[src/rtl/node_scan_ctrl.sv]
// Neighbour scan: compares a node's value against four masked neighbours using one shared comparator.
// Latency: capture at start edge, one neighbour per edge; done asserts the cycle after the last evaluation.
// Backpressure: none; start is ignored unless idle, abort cancels a scan in flight without a done pulse.
module node_scan_ctrl #(
    parameter int CMP_MODE   = 0,
    parameter int EARLY_EXIT = 0
) (
    input  logic       clk,
    input  logic       rst,
    input  logic       start,
    input  logic       abort,
    input  logic [1:0] self_val,
    input  logic [1:0] nb0,
    input  logic [1:0] nb1,
    input  logic [1:0] nb2,
    input  logic [1:0] nb3,
    input  logic [3:0] nb_en,
    output logic       busy,
    output logic       done,
    output logic       out,
    output logic [1:0] hit_idx,
    output logic [2:0] hit_cnt
);

    typedef enum logic [1:0] {
        S_IDLE = 2'd0,
        S_SCAN = 2'd1,
        S_DONE = 2'd2
    } state_t;

    state_t     state;

    // Snapshot of the request; inputs may change freely once the scan starts.
    logic [1:0] cap_self;
    logic [1:0] cap_nb0;
    logic [1:0] cap_nb1;
    logic [1:0] cap_nb2;
    logic [1:0] cap_nb3;
    logic [3:0] cap_en;

    logic [1:0] idx;
    logic       acc_or;
    logic [2:0] acc_cnt;
    logic [1:0] acc_idx;

    logic [1:0] sel_nb;
    logic       cmp_hit;
    logic       hit;
    logic       nxt_or;
    logic [2:0] nxt_cnt;
    logic [1:0] nxt_idx;
    logic       last_eval;

    always_comb begin
        sel_nb = cap_nb0;
        case (idx)
            2'd0:    sel_nb = cap_nb0;
            2'd1:    sel_nb = cap_nb1;
            2'd2:    sel_nb = cap_nb2;
            default: sel_nb = cap_nb3;
        endcase
    end

    // The single comparator shared by every neighbour slot.
    always_comb begin
        cmp_hit = 1'b0;
        if (CMP_MODE == 1) begin
            cmp_hit = (cap_self == sel_nb);
        end else begin
            cmp_hit = (cap_self > sel_nb);
        end
    end

    always_comb begin
        hit       = cmp_hit & cap_en[idx];
        nxt_or    = acc_or | hit;
        nxt_cnt   = acc_cnt + {2'b00, hit};
        nxt_idx   = (hit && !acc_or) ? idx : acc_idx;
        last_eval = (idx == 2'd3) || ((EARLY_EXIT != 0) && hit);
    end

    always_ff @(posedge clk) begin
        if (!rst) begin
            state    <= S_IDLE;
            busy     <= 1'b0;
            done     <= 1'b0;
            out      <= 1'b0;
            hit_idx  <= 2'd0;
            hit_cnt  <= 3'd0;
            cap_self <= 2'd0;
            cap_nb0  <= 2'd0;
            cap_nb1  <= 2'd0;
            cap_nb2  <= 2'd0;
            cap_nb3  <= 2'd0;
            cap_en   <= 4'd0;
            idx      <= 2'd0;
            acc_or   <= 1'b0;
            acc_cnt  <= 3'd0;
            acc_idx  <= 2'd0;
        end else begin
            case (state)
                S_IDLE: begin
                    done <= 1'b0;
                    if (start) begin
                        cap_self <= self_val;
                        cap_nb0  <= nb0;
                        cap_nb1  <= nb1;
                        cap_nb2  <= nb2;
                        cap_nb3  <= nb3;
                        cap_en   <= nb_en;
                        idx      <= 2'd0;
                        acc_or   <= 1'b0;
                        acc_cnt  <= 3'd0;
                        acc_idx  <= 2'd0;
                        busy     <= 1'b1;
                        state    <= S_SCAN;
                    end
                end
                S_SCAN: begin
                    if (abort) begin
                        // Result registers keep the previous scan's outcome.
                        busy  <= 1'b0;
                        state <= S_IDLE;
                    end else begin
                        acc_or  <= nxt_or;
                        acc_cnt <= nxt_cnt;
                        acc_idx <= nxt_idx;
                        if (last_eval) begin
                            out     <= nxt_or;
                            hit_cnt <= nxt_cnt;
                            hit_idx <= nxt_idx;
                            busy    <= 1'b0;
                            done    <= 1'b1;
                            state   <= S_DONE;
                        end else begin
                            idx <= idx + 2'd1;
                        end
                    end
                end
                S_DONE: begin
                    done  <= 1'b0;
                    state <= S_IDLE;
                end
                default: begin
                    busy  <= 1'b0;
                    done  <= 1'b0;
                    state <= S_IDLE;
                end
            endcase
        end
    end

endmodule

[config.mk]
export PLATFORM = sky130hd
export DESIGN_NAME = node_scan_ctrl
export DESIGN_NICKNAME = d
export VERILOG_FILES = /design/src/rtl/node_scan_ctrl.sv
export SDC_FILE = /design/constraint.sdc
export NUM_CORES = 1
export LEC_CHECK = 0
export CAP_MARGIN = 20
export CORE_MARGIN = 4
export CORE_UTILIZATION = 25
export CTS_BUF_LIST = sky130_fd_sc_hd__clkbuf_4
export DETAILED_ROUTE_END_ITERATION = 8
export DONT_BUFFER_PORTS = 1
export PLACE_DENSITY = 0.35
export SLEW_MARGIN = 20
export SYNTH_ARGS = -nofsm -noshare
export SYNTH_HDL_FRONTEND = slang
export SYNTH_SLANG_ARGS = --single-unit
[constraint.sdc]
create_clock -name clk -period 8.9 [get_ports clk]
set_input_delay 0.89 -clock clk [delete_from_list [all_inputs] [get_ports clk]]
set_output_delay 0.89 -clock clk [all_outputs]
set_load 0.01 [all_outputs]
# Word level (Yosys, flattened, before mapping)
# Index checks and enable logic that the tools add are counted.
# word_totals
in_bits	18
elab_cells	70
regBits	32
# classes
add_sub_neg	2
bitwise	4
magnitude_cmp	2
reduce_logical	13
mux	24
eq_ne	9
# ops
op	n
2-to-1 mux 2 bit	8
case mux 2 bit (2 select lines)	3
AND reduction 3 bit	3
AND reduction 2 bit	4
== test 2 bit (second input constant)	3
2-to-1 mux 1 bit	6
2-to-1 mux 3 bit	2
!= test 2 bit (second input constant)	3
case mux 2 bit (3 select lines)	1
case mux 3 bit (2 select lines)	1
== test 2 x 1 -> 1 bit (second input constant)	2
logical NOT 2 bit	2
AND reduction 4 bit	1
adder 3 x 1 -> 3 bit	1
< comparator 2 x 3 -> 1 bit (second input constant)	1
!= test 3 bit (second input constant)	1
case mux 1 bit (3 select lines)	1
adder 2 x 1 -> 2 bit (second input constant)	1
binary-select mux 1 bit (select 2 bit)	1
greater-than comparator 2 bit	1
inverter 1 bit	2
case mux 1 bit (2 select lines)	1
nonzero test 2 bit	1
bitwise AND 1 bit	1
other kinds (3)	3

# Longest topological paths before layout
# logic_depth
ltp_word	8
mapped_depth	14

# Least setup slack after synthesis
# OpenSTA, ideal clock, no wires.
# synth_timing
path_type	register to register
from	register idx[0]
to	register acc_cnt[2]
t_arrival_ns	2.719
path_buffers	0
path_slack_ns	6.062
required_time_ns	8.782
setup_time_ns	0.118
stages_incl_launch_ff	15
cell_sequence	dfxtp_1 > inv_1 > ha_1 > a222oi_1 > nand2_1 > o21ai_0 > ha_1 > nor2b_1 > o211a_1 > ha_1 > ha_1 > nor2b_1 > mux2_2 > a22oi_1 > nor2b_1
# synth_via
elab_chain_len	7
# synth_lines
item	line	text
start: declaration	41	logic [1:0] idx;
start signal: assignment	136	idx <= idx + 2'd1;
== test 2 bit (tied with other cells)	56	case (idx)
case mux 2 bit (3 select lines)	56	
greater-than comparator 2 bit	70	cmp_hit = (cap_self > sel_nb);
bitwise AND 1 bit *	75	hit = cmp_hit & cap_en[idx];
adder 3 x 1 -> 3 bit *	77	nxt_cnt = acc_cnt + {2'b00, hit};
2-to-1 mux 3 bit *	120	if (abort) begin
case mux 3 bit (2 select lines) *	101	case (state)
end signal: assignment	126	acc_cnt <= nxt_cnt;
end: declaration	43	logic [2:0] acc_cnt;
# Every way passes the cells marked *; elsewhere a longest branch is shown, timed or not. The select of a mux whose other input is x is not followed.
# A chain may end at the register's enable or synchronous reset.

# Worst setup path in the final report
# Same ends and word-level chain as after synthesis.

==> results.yml <==
setup_path:
  r2r_setup_slack_ns: 5.82
  path_class: "register to register"
  critPathSlowestCell: "dfxtp_1"
  crit_required_ns: 9.13
  crit_buf_inv: 1
  reg2reg_to: "acc_cnt[2]$_SDFFE_PN0P_"
  critical_path_arrival_ns: 3.30
  cpPeakStageDelay_ns: 0.48
  reg2regPathDepth: 14
  cp-end-kind: "register"
  critPathTopFamily: "adder cells"
  crit_path_frequent_cell: "ha_1"
  path_cells: "inv_1 > ha_1 > a222oi_1 > nand2_1 > o21ai_0 > ha_1 > nor2b_1 > o211a_1 > ha_1 > ha_1 > nor2b_1 > mux2_2 > a22oi_1 > nor2b_1"
  r2r-start: "idx[0]$_SDFFE_PN0P_"
  worstPathMaxFanout: 7
  start_kind: "register"
drt:
  drc: 0
  routed_via_density: 4.73
  ant_nets: 0
  first_pass_iters: 4
  drt_iter0_drc: 63
  wl_per_cell_um: 14.4
  wirelength_mm: 3.57
  vias: 1174
power:
  p_int_mw: 0.194
  comb_power_share_pct: 8.7
  pwr-share-clk_pct: 32.4
  switchingPower_mw: 0.0632
  pwr-share-seq_pct: 59.0
  p_sw_share_pct: 24.6
  ir_worst_vdd_uv: 39.4
  p_per_area_nw_per_um2: 157
  p_leak_nw: 0.604
  power_mw: 0.257
cts:
  clk_latency_ns: 0.32
  h-tree-depth: 2
  clockRootBuffer: "clkbuf_4"
  post-cts-setup-buffers: 0
  tritoncts: "done"
  clock_path_buffers: 2
  postCtsHoldBufs: 0
  clkSinkCount: 32
  cts_made_buffers: 5
  cts_resized: 0
  clk_pin_slew_ns: 0.09
finish:
  layout.nets: 198
  area_growth_pct: 6.69
  utilization_pct: 27.6
  diodes: 0
  drive_gt1_share_pct: 8.67
floorplan:
  die_area_um2: 7450
  dieWidth_um: 86.3
  initial_core_util_pct: 25.9
  io_pins: 26
  die_h_um: 86.3
  coreArea_um2: 5920
  row_count: 28
min_path:
  min_path_cells: 2
  holdPathEnd: "cap_nb3[1]$_SDFFE_PN0P_"
  hp-start: "cap_nb3[1]$_SDFFE_PN0P_"
  hold_class: "register to register"
grt:
  grt_usage_pct: 10.3
  grt_max_degree: 37
  grt_pass1_wl_mm: 5.93
  antenna_found_initial: 0
  grt_pass1_vias: 1170
  grt_overflow: 0
sta:
  layout_min_cycle_time_ns: 3.08
  finClkSkew_ns: 0.00370
  finalSetupTns_ns: 0
  finalSetupViolCount: 0
  slew_headroom_pct: 61.6
  fmax_mhz: 325
  grt_setup_unrepaired: "no"
  worst_pin_slew_ns: 0.576
  fin_crit_sh_pct: 34.6
  slew_violations: 0
  hold_viol: 0
logic_synthesis:
  syn_area_um2: 1530
  synth.yosys.seq_area_share_pct: 41.8
  synth_cell_types: 36
  syn_nets: 200
  synth.yosys.warnings: 0
  synthCells: 174
  ys_ff_latch: 32
  synth.avg_cell_area_um2: 8.81
placed_design:
  port_buffers: 0
  dp_hpwl_mm: 2.64
  gp_congestion: 0.700
outcome:
  status: "finished clean"
run:
  maxCapViolations: 0
[tightest hold or removal path, stage by stage, from the launching register on]
cell and delay [ns]:
dfxtp_1 0.32, nand2_1 0.05, a21boi_1 0.05
[sequential cells by signal (all words and copies together) (netlist names)]
name and flops:
acc_cnt 3, acc_idx 2, acc_or 1, busy 1, cap_en 4, cap_nb0 2, cap_nb1 2, cap_nb2 2
cap_nb3 2, cap_self 2, done 1, hit_cnt 3, hit_idx 2, idx 2, out 1, state 2
[power groups by stage]
stage / Clock, mW / Sequential [mW] / Combinational, mW
after floorplan: 0 / 0.154 / 0.0206
after global placement: 0 / 0.155 / 0.0223
after detailed placement: 0 / 0.155 / 0.0226
after CTS: 0.0887 / 0.152 / 0.0227
after global routing: 0.0939 / 0.153 / 0.0259
final: 0.0832 / 0.152 / 0.0223
[synthesized netlist by cell type]
library cell	count	share of area [%]
nor3_1	2	0.65
nand4_1	2	0.82
dfxtp_1	32	42
o211a_1	2	1.3
o211a_4	1	1.1
nor3b_4	1	1.2
buf_2	5	1.6
nor3b_1	1	0.49
o21ai_2	1	0.57
nor2_1	5	1.2
xnor2_1	1	0.57
buf_6	1	0.73
mux4_2	1	1.5
o21ai_0	5	1.6
nor2b_1	5	2.0
clkbuf_1	3	0.73
a311oi_2	1	0.98
o21ai_1	1	0.33
o221ai_1	2	1.1
mux2i_1	1	0.65
nor2_2	1	0.41
nand2b_1	4	1.6
a21boi_1	4	2.0
nor4_1	1	0.41
or2_2	1	0.41
a222oi_1	2	1.3
inv_1	5	1.2
a21oi_1	4	1.3
o21bai_1	1	0.49
a21boi_0	18	8.8
nand2_1	42	10
and2_1	1	0.41
a22oi_1	2	0.98
ha_1	8	6.5
nand3_1	6	2.0
mux2_2	1	0.73
[cell usage in the layout, fill, tap and decap left out, types with 4 or more instances in the layout]
master	n
dfxtp_1	32
clkbuf_4	7
nand3_1	6
a21oi_1	4
nor2b_1	5
ha_1	8
o21ai_0	5
nand2b_1	4
nand2_1	42
nor2_1	5
a21boi_1	4
inv_1	5
a21boi_0	18
[final cells by class]
type,count,area (um^2)
fill,641,4290
multi-input combinational,128,826
sequential,32,641
tap,75,93.8
clock buffer,7,52.6
inverter,5,18.8
clock inverter,1,3.75
[routing by layer]
metal	wire, um	track usage (%)	up-vias
met4	55	3.40	0
met5	0	0	-
met1	1710	13.2	543
met2	1560	15.3	24
li1	-	-	602
met3	246	4.56	5
[cell families after synthesis]
family | count (synthesis) | share of synthesized area [%]
buffers and inverters | 14 | 4.33
xor gates and xnor gates | 1 | 0.572
DFF | 32 | 41.8
muxes | 3 | 2.86
adders and majority gates | 8 | 6.53
AOI/OAI and AO/OA | 44 | 22.0
and+or+nand+nor | 72 | 22.0
[stage by stage]
step / hold WS (ns) / setup slack [ns] / std cells / area (um^2)
6_report: 0.465 / 5.82 / 248 / 1640
5_1_grt: 0.486 / 5.55 / 248 / 1640
4_1_cts: 0.473 / 5.79 / 248 / 1640
3_5_place_dp: 0.460 / 5.82 / 240 / 1580
3_3_place_gp: 0.451 / 5.89 / 240 / 1580
2_1_floorplan: 0.432 / 6.06 / 174 / 1530
[worst max-delay path by stage]
stage / from / end / cells past startpoint
finish: idx[0]$_SDFFE_PN0P_ / acc_cnt[2]$_SDFFE_PN0P_ / 14
global route: idx[0]$_SDFFE_PN0P_ / acc_cnt[2]$_SDFFE_PN0P_ / 14
CTS: idx[0]$_SDFFE_PN0P_ / acc_cnt[2]$_SDFFE_PN0P_ / 14
detailed placement: idx[0]$_SDFFE_PN0P_ / acc_cnt[2]$_SDFFE_PN0P_ / 14
global placement: idx[0]$_SDFFE_PN0P_ / acc_cnt[2]$_SDFFE_PN0P_ / 14
floorplan: idx[0]$_SDFFE_PN0P_ / acc_cnt[2]$_SDFFE_PN0P_ / 14
Power figures use the tool's default switching activity.
